File: src/rtl/alu_pkg.sv
// Shared types and widths for the ALU execute stage.
package alu_pkg;

   localparam int unsigned W  = 8;
   localparam int unsigned PW = 5;

   typedef enum logic [2:0] {
      ADD = 3'd0,
      ADC = 3'd1,
      SUB = 3'd2,
      AND = 3'd3,
      XOR = 3'd4,
      SHL = 3'd5,
      SHR = 3'd6,
      MUL = 3'd7
   } op_t;

   typedef enum logic {
      IDLE    = 1'b0,
      MUL_RUN = 1'b1
   } state_t;

endpackage

File: src/rtl/alu_ex_if.sv
// Issue/writeback bundle between the register file and the execute stage.
interface alu_ex_if;
   import alu_pkg::*;

   logic          valid_in;
   op_t           op;
   logic [W-1:0]  a;
   logic [W-1:0]  b;
   logic [PW-1:0] ptr_w_in;
   logic          wr_en_in;
   logic          stall;
   logic          wb_we;
   logic [PW-1:0] wb_ptr;
   logic [W-1:0]  wb_data;
   logic          r_overflow;

   // Upstream side: issues instructions, consumes writeback and flag.
   modport master (
      output valid_in, op, a, b, ptr_w_in, wr_en_in,
      input  stall, wb_we, wb_ptr, wb_data, r_overflow
   );

   // Execute stage side.
   modport slave (
      input  valid_in, op, a, b, ptr_w_in, wr_en_in,
      output stall, wb_we, wb_ptr, wb_data, r_overflow
   );

endinterface

File: src/rtl/alu_ex_mul_seq.sv
// Shift-add multiplier: one partial product per clock, fixed iteration count.
module mul_seq #(
   parameter int unsigned W         = 8,
   parameter int unsigned MUL_ITERS = W
) (
   input  logic           clk,
   input  logic           reset_n,
   input  logic           start,
   input  logic [W-1:0]   a,
   input  logic [W-1:0]   b,
   output logic           done,
   output logic [2*W-1:0] prod
);

   localparam int unsigned CW = (MUL_ITERS > 1) ? $clog2(MUL_ITERS) : 1;

   logic [2*W-1:0] r_mcand;
   logic [2*W-1:0] r_acc;
   logic [W-1:0]   r_mplier;
   logic [CW-1:0]  r_cnt;
   logic           r_busy;
   logic [2*W-1:0] w_acc_next;

   // prod is the accumulator including the current iteration, so the
   // consumer can load it on the same edge that done is seen.
   assign w_acc_next = r_acc + (r_mplier[0] ? r_mcand : '0);
   assign done       = r_busy && (r_cnt == CW'(MUL_ITERS - 1));
   assign prod       = w_acc_next;

   // Load operands on start, then iterate until the last count.
   always_ff @(posedge clk) begin
      if (!reset_n) begin
         r_busy   <= 1'b0;
         r_mcand  <= '0;
         r_mplier <= '0;
         r_acc    <= '0;
         r_cnt    <= '0;
      end else if (start) begin
         r_busy   <= 1'b1;
         r_mcand  <= {{W{1'b0}}, a};
         r_mplier <= b;
         r_acc    <= '0;
         r_cnt    <= '0;
      end else if (r_busy) begin
         r_acc    <= w_acc_next;
         r_mcand  <= r_mcand << 1;
         r_mplier <= r_mplier >> 1;
         r_cnt    <= r_cnt + 1'b1;
         if (done) r_busy <= 1'b0;
      end
   end

endmodule

File: src/rtl/alu_ex.sv
// Execute stage: single-cycle ALU, sequential multiply, writeback and flag.
module alu_ex
   import alu_pkg::*;
#(
   parameter int unsigned W         = alu_pkg::W,
   parameter int unsigned PW        = alu_pkg::PW,
   parameter int unsigned MUL_ITERS = W
) (
   input  logic     clk,
   input  logic     reset_n,
   alu_ex_if.slave  bus
);

   state_t          r_state;
   logic            r_wb_we;
   logic [PW-1:0]   r_wb_ptr;
   logic [W-1:0]    r_wb_data;
   logic            r_ovf;
   logic [PW-1:0]   r_mul_ptr;
   logic            r_mul_we;

   logic [W-1:0]    w_res;
   logic            w_ovf;
   logic            w_accept;
   logic            w_mul_start;
   logic            w_mul_done;
   logic [2*W-1:0]  w_prod;

   assign w_accept    = (r_state == IDLE) && bus.valid_in;
   assign w_mul_start = w_accept && (bus.op == MUL);

   assign bus.stall      = (r_state == MUL_RUN);
   assign bus.wb_we      = r_wb_we;
   assign bus.wb_ptr     = r_wb_ptr;
   assign bus.wb_data    = r_wb_data;
   assign bus.r_overflow = r_ovf;

   mul_seq #(
      .W         (W),
      .MUL_ITERS (MUL_ITERS)
   ) u_mul (
      .clk     (clk),
      .reset_n (reset_n),
      .start   (w_mul_start),
      .a       (bus.a),
      .b       (bus.b),
      .done    (w_mul_done),
      .prod    (w_prod)
   );

   // Single-cycle result and flag; ops that leave the flag alone keep r_ovf.
   always_comb begin
      w_res = '0;
      w_ovf = r_ovf;
      case (bus.op)
         ADD:     {w_ovf, w_res} = {1'b0, bus.a} + {1'b0, bus.b};
         ADC:     {w_ovf, w_res} = {1'b0, bus.a} + {1'b0, bus.b} + {{W{1'b0}}, r_ovf};
         SUB: begin
            w_res = bus.a - bus.b;
            w_ovf = (bus.a < bus.b);
         end
         AND:     w_res = bus.a & bus.b;
         XOR:     w_res = bus.a ^ bus.b;
         SHL: begin
            w_res = {bus.a[W-2:0], 1'b0};
            w_ovf = bus.a[W-1];
         end
         SHR: begin
            w_res = {1'b0, bus.a[W-1:1]};
            w_ovf = bus.a[0];
         end
         default: w_res = '0;
      endcase
   end

   // Control FSM with registered writeback; MUL destination is captured at
   // accept because upstream may present the next instruction while stalled.
   always_ff @(posedge clk) begin
      if (!reset_n) begin
         r_state   <= IDLE;
         r_wb_we   <= 1'b0;
         r_wb_ptr  <= '0;
         r_wb_data <= '0;
         r_ovf     <= 1'b0;
         r_mul_ptr <= '0;
         r_mul_we  <= 1'b0;
      end else begin
         r_wb_we <= 1'b0;
         case (r_state)
            IDLE: begin
               if (w_mul_start) begin
                  r_state   <= MUL_RUN;
                  r_mul_ptr <= bus.ptr_w_in;
                  r_mul_we  <= bus.wr_en_in;
               end else if (w_accept) begin
                  r_wb_we <= bus.wr_en_in;
                  r_ovf   <= w_ovf;
                  if (bus.wr_en_in) begin
                     r_wb_ptr  <= bus.ptr_w_in;
                     r_wb_data <= w_res;
                  end
               end
            end
            MUL_RUN: begin
               if (w_mul_done) begin
                  r_state <= IDLE;
                  r_wb_we <= r_mul_we;
                  r_ovf   <= |w_prod[2*W-1:W];
                  if (r_mul_we) begin
                     r_wb_ptr  <= r_mul_ptr;
                     r_wb_data <= w_prod[W-1:0];
                  end
               end
            end
            default: r_state <= IDLE;
         endcase
      end
   end

endmodule

File: src/flat_wrapper.sv
// flat-port wrapper written by rule: the top's interface ports become plain ports
module alu_ex_flat import alu_pkg::*;
#(
   parameter int unsigned W         = alu_pkg::W,
   parameter int unsigned PW        = alu_pkg::PW,
   parameter int unsigned MUL_ITERS = W
)
  (clk, reset_n, bus_valid_in, bus_op, bus_a, bus_b, bus_ptr_w_in, bus_wr_en_in, bus_stall, bus_wb_we, bus_wb_ptr, bus_wb_data, bus_r_overflow);
  alu_ex_if bus_i ();
  input  logic clk;
  input  logic reset_n;
  input wire logic [$bits(bus_i.valid_in)-1:0] bus_valid_in;
  input wire logic [$bits(bus_i.op)-1:0] bus_op;
  input wire logic [$bits(bus_i.a)-1:0] bus_a;
  input wire logic [$bits(bus_i.b)-1:0] bus_b;
  input wire logic [$bits(bus_i.ptr_w_in)-1:0] bus_ptr_w_in;
  input wire logic [$bits(bus_i.wr_en_in)-1:0] bus_wr_en_in;
  output wire logic [$bits(bus_i.stall)-1:0] bus_stall;
  output wire logic [$bits(bus_i.wb_we)-1:0] bus_wb_we;
  output wire logic [$bits(bus_i.wb_ptr)-1:0] bus_wb_ptr;
  output wire logic [$bits(bus_i.wb_data)-1:0] bus_wb_data;
  output wire logic [$bits(bus_i.r_overflow)-1:0] bus_r_overflow;
  assign bus_i.valid_in = bus_valid_in;
  assign bus_i.op = bus_op;
  assign bus_i.a = bus_a;
  assign bus_i.b = bus_b;
  assign bus_i.ptr_w_in = bus_ptr_w_in;
  assign bus_i.wr_en_in = bus_wr_en_in;
  assign bus_stall = bus_i.stall;
  assign bus_wb_we = bus_i.wb_we;
  assign bus_wb_ptr = bus_i.wb_ptr;
  assign bus_wb_data = bus_i.wb_data;
  assign bus_r_overflow = bus_i.r_overflow;
  alu_ex #(.W(W), .PW(PW), .MUL_ITERS(MUL_ITERS)) u_core (.clk(clk), .reset_n(reset_n), .bus(bus_i));
endmodule
File: config.mk
export PLATFORM = sky130hd
export DESIGN_NAME = alu_ex_flat
export DESIGN_NICKNAME = d
export VERILOG_FILES = /design/src/rtl/alu_pkg.sv /design/src/rtl/alu_ex_if.sv /design/src/rtl/alu_ex_mul_seq.sv /design/src/rtl/alu_ex.sv /design/src/flat_wrapper.sv
export SDC_FILE = /design/constraint.sdc
export NUM_CORES = 1
export LEC_CHECK = 0
export BUFFER_PORTS_ARGS = -buffer_cell sky130_fd_sc_hd__buf_2
export CAP_MARGIN = 20
export CORE_ASPECT_RATIO = 1.5
export CORE_MARGIN = 2
export CORE_UTILIZATION = 50
export CTS_BUF_LIST = sky130_fd_sc_hd__clkbuf_4
export CTS_CLUSTER_SIZE = 20
export DETAILED_ROUTE_END_ITERATION = 8
export PLACE_DENSITY = 0.69
export SYNTH_ARGS = -nofsm -noshare
export SYNTH_HDL_FRONTEND = slang
export SYNTH_SLANG_ARGS = --single-unit
File: constraint.sdc
create_clock -name clk -period 4.45 [get_ports clk]
set_clock_uncertainty 0.1 [all_clocks]
set_input_delay 0.89 -clock clk [delete_from_list [all_inputs] [get_ports clk]]
set_output_delay 0.89 -clock clk [all_outputs]
set_load 0.05 [all_outputs]
==> reports/metrics.csv <==
stage;metric;value;unit
yosys;async_reset_ff_share;0;%
placement;gp_congestion;0.940;
routing;first_pass_iters;7;
grt;gr-total-overflow;0;
yosys;synth_edf_count;0;
critical_path;path_cells;and2_1 -> ha_1 -> a2111oi_2 -> o21ai_1 -> a41o_1 -> xor2_1 -> or3_1 -> o31ai_1 -> a31oi_1;
placement;port_buffers;43;
timing;tightest_slew;0.920;ns
yosys;ys.flop_type;dfxtp_1;
routing;wl_per_cell;17.8;µm
critical_path;worst_setup_path_end_kind;register;
routing;routed_wl;13600;µm
floorplan;die_height;127;µm
floorplan;rows;44;
grt;grt_start_max_net_pins;45;
critical_path;crit_arrival;3.53;ns
critical_path;r2r-start;u_core.u_mul.r_mplier[0];
layout;layout-drive-gt1-share;13.0;%
critical_path;startpoint;u_core.u_mul.r_mplier[0];
routing;drc;4;
cts;clk_pin_slew;0.13;ns
yosys;synth_seq_cells;66;
routing;dr_total_vias;4661;
cts;insertion_delay;0.45;ns
yosys;ys_warn_count;0;
critical_path;required;4.67;ns
cts;h-tree-depth;3;
cts;cts_root_buffer;clkbuf_4;
cts;ctsResizeCount;0;
layout;finalNetCount;706;
timing;setup_violations;0;
cts;holdBufCountCts;0;
yosys;avgSynthCellArea;8.11;µm²
grt;antenna_found_initial;0;
critical_path;crit_type;reg -> reg;
timing;slew_headroom;38.3;%
power_and_ir_drop;max-vdd-ir-drop;0.000183;V
timing;finalHoldViolations;0;
grt;grt.total_usage;25.4;%
yosys;syn_area;0.00502;mm²
critical_path;cp_slowest_stage_delay;0.66;ns
critical_path;crit_cells;9;
floorplan;dieArea;0.0109;mm²
yosys;syn-num-nets;685;
cts;postCtsSetupBuffers;0;
timing;drv_slew;0;
timing;finalSetupTns;0;ns
layout;area_growth;7.65;%
floorplan;io_pins;44;
worst_hold_path;worstHoldPathCells;2;
yosys;syn_inst;619;
routing;avgViaCountPerCell;6.13;
critical_path;path_max_fanout;17;
critical_path;worstSetupStartpointType;register;
placement;dp_hpwl;10300;µm
floorplan;die_x;85.8;µm
cts;clk_path_buf_depth;2;
yosys;ys_seq_area_share;26.3;%
timing;fmax;302;MHz
timing;grt_setup_unrepaired;no;
critical_path;cp.buffers_inverters;0;
power_and_ir_drop;leakagePower;2.23;nW
timing;post-route-period-util;74.3;%
yosys;synth_cell_types;73;
worst_hold_path;hold_class;reg -> reg;
grt;grt_pass1_vias;4454;
worst_hold_path;hp-start;u_core.r_mul_ptr[1];
grt;grt_first_pass_wirelength;21800;µm
floorplan;start_util;51.5;%
status;status;finished, violations left;
critical_path;cp_slowest_cell;dfxtp_1;
status;violations;DRC;
timing;min_period;3.31;ns
critical_path;reg2regPathDepth;9;
critical_path;critPathTopFamily;compound AO/OA/AOI/OAI gates;
floorplan;coreArea;0.00974;mm²
cts;numCtsBuffers;9;
layout;nFillCells;956;
cts;cts.sinks;66;
layout;antenna_cells;0;
cts;cts_tree;done;
timing;timing.hold.ws;0.365;ns
routing;drt_iter0_drc;338;
power_and_ir_drop;power_density;257;mW/mm²
routing;final_antenna_net_count;0;
job;cap_violations;0;
cells by family (layout without fill, tap and decap cells):
logic type / Yosys count / in the layout / synth area share, %
AOI/OAI and AO/OA: 180 / 180 / 25.4
adders and majority gates: 38 / 38 / 9.92
buffers and inverters: 60 / 86 / 4.81
DFF: 66 / 66 / 26.3
xor gates and xnor gates: 20 / 20 / 3.49
and+or+nand+nor: 207 / 207 / 20.3
muxes: 48 / 48 / 9.82
sequential cells by signal, indices dropped and copies added, names as in the netlist:
signal                 count
u_core.u_mul.r_acc        16
u_core.u_mul.r_mcand      16
u_core.bus.wb_data         8
u_core.u_mul.r_mplier      8
u_core.bus.wb_ptr          5
u_core.r_mul_ptr           5
u_core.u_mul.r_cnt         3
u_core.bus.r_overflow      1
u_core.bus.stall           1
u_core.bus.wb_we           1
u_core.r_mul_we            1
u_core.u_mul.r_busy        1
layout by cell type, fill, tap and decap left out, types with 5 or more instances in the layout:
cell type,count
nor2b_1,9
a21oi_1,43
nor2_1,74
nand4_1,5
inv_1,20
nor3_1,7
dfxtp_1,65
xor2_1,11
a211oi_1,31
a21o_1,8
nor3b_1,5
nand3_1,12
o31ai_1,5
and3_1,5
buf_2,43
and2_1,18
a31oi_1,8
nand2_1,43
o21a_1,5
ha_1,35
nand2b_1,10
clkbuf_4,9
xnor2_1,9
mux2i_1,47
o21ai_0,22
o211ai_1,15
per-layer routing:
metal	global-route usage [%]	wire length [µm]	vias up
met2	44.3	6940	125
li1	-	-	2296
met3	3.38	540	46
met4	14.8	697	0
met5	0	0	-
met1	29.2	5390	2194
per-stage QoR:
| stage | utilization (%) | setup slack [ns] | cells | area [µm²] | total power [mW] |
|---|---|---|---|---|---|
| 6_report | 55.5 | 1.14 | 760 | 5410 | 1.39 |
| 5_1_grt | 55.5 | 0.899 | 760 | 5410 | 1.45 |
| 4_1_cts | 55.5 | 1.14 | 760 | 5410 | 1.40 |
| 3_5_place_dp | 54.0 | 0.894 | 744 | 5260 | 0.983 |
| 3_3_place_gp | 54.0 | 0.951 | 744 | 5260 | 0.979 |
| 2_1_floorplan | - | 1.24 | 619 | 5020 | 0.889 |
worst min-delay path, delay by kind of cell, from the launching register on:
| family | cells | cell delay [ns] |
|---|---|---|
| flip-flops | 1 | 0.33 |
| AO/OA/AOI/OAI | 1 | 0.05 |
| AND/OR/NAND/NOR | 1 | 0.05 |
final timing paths:
path	end	slack, ns
worst max-delay path	u_core.bus.r_overflow	1.14
worst min-delay path	u_core.r_mul_ptr[1]	0.36
worst max register to register	u_core.bus.r_overflow	1.14
worst min register to register	u_core.r_mul_ptr[1]	0.36
cells in the mapped netlist, drive strengths merged (4+ instances only):
master / number / area share (%)
a21o: 9 / 1.4
dfxtp: 66 / 26
o21bai: 4 / 0.60
mux2i: 47 / 9.4
nor2: 75 / 5.7
a221o: 4 / 0.80
o211ai: 15 / 2.2
xor2: 11 / 1.9
or2: 4 / 0.50
o21a: 5 / 0.75
xnor2: 9 / 1.6
a21oi: 44 / 4.5
nand2b: 11 / 1.5
nor2b: 9 / 1.1
a211oi: 32 / 4.9
nor3b: 5 / 0.75
o21ai: 24 / 2.4
nand3: 12 / 1.2
clkbuf: 26 / 1.9
ha: 35 / 8.7
buf: 11 / 1.0
nand2: 43 / 3.2
nor3: 7 / 0.70
inv: 22 / 1.7
a31oi: 8 / 1.0
nand4: 5 / 0.62
o31ai: 5 / 0.75
o31a: 4 / 0.70
and3: 6 / 0.77
and2: 18 / 2.2
power by group:
part	internal (mW)	switching, mW	leakage (nW)
logic	0.122	0.231	1.62
registers	0.608	0.0122	0.536
clock network	0.174	0.239	0.0729
layout make-up:
type | count | area (µm²) | share of cell area, %
Timing Repair Buffer | 47 | 245 | 4.54
Sequential cell | 66 | 1320 | 24.5
Inverter | 23 | 91.3 | 1.69
Tap cell | 115 | 144 | 2.66
Multi-Input combinational cell | 493 | 3460 | 64.0
Clock buffer | 9 | 67.6 | 1.25
Clock inverter | 7 | 76.3 | 1.41
Note: power is estimated with default switching activity, not from simulation.
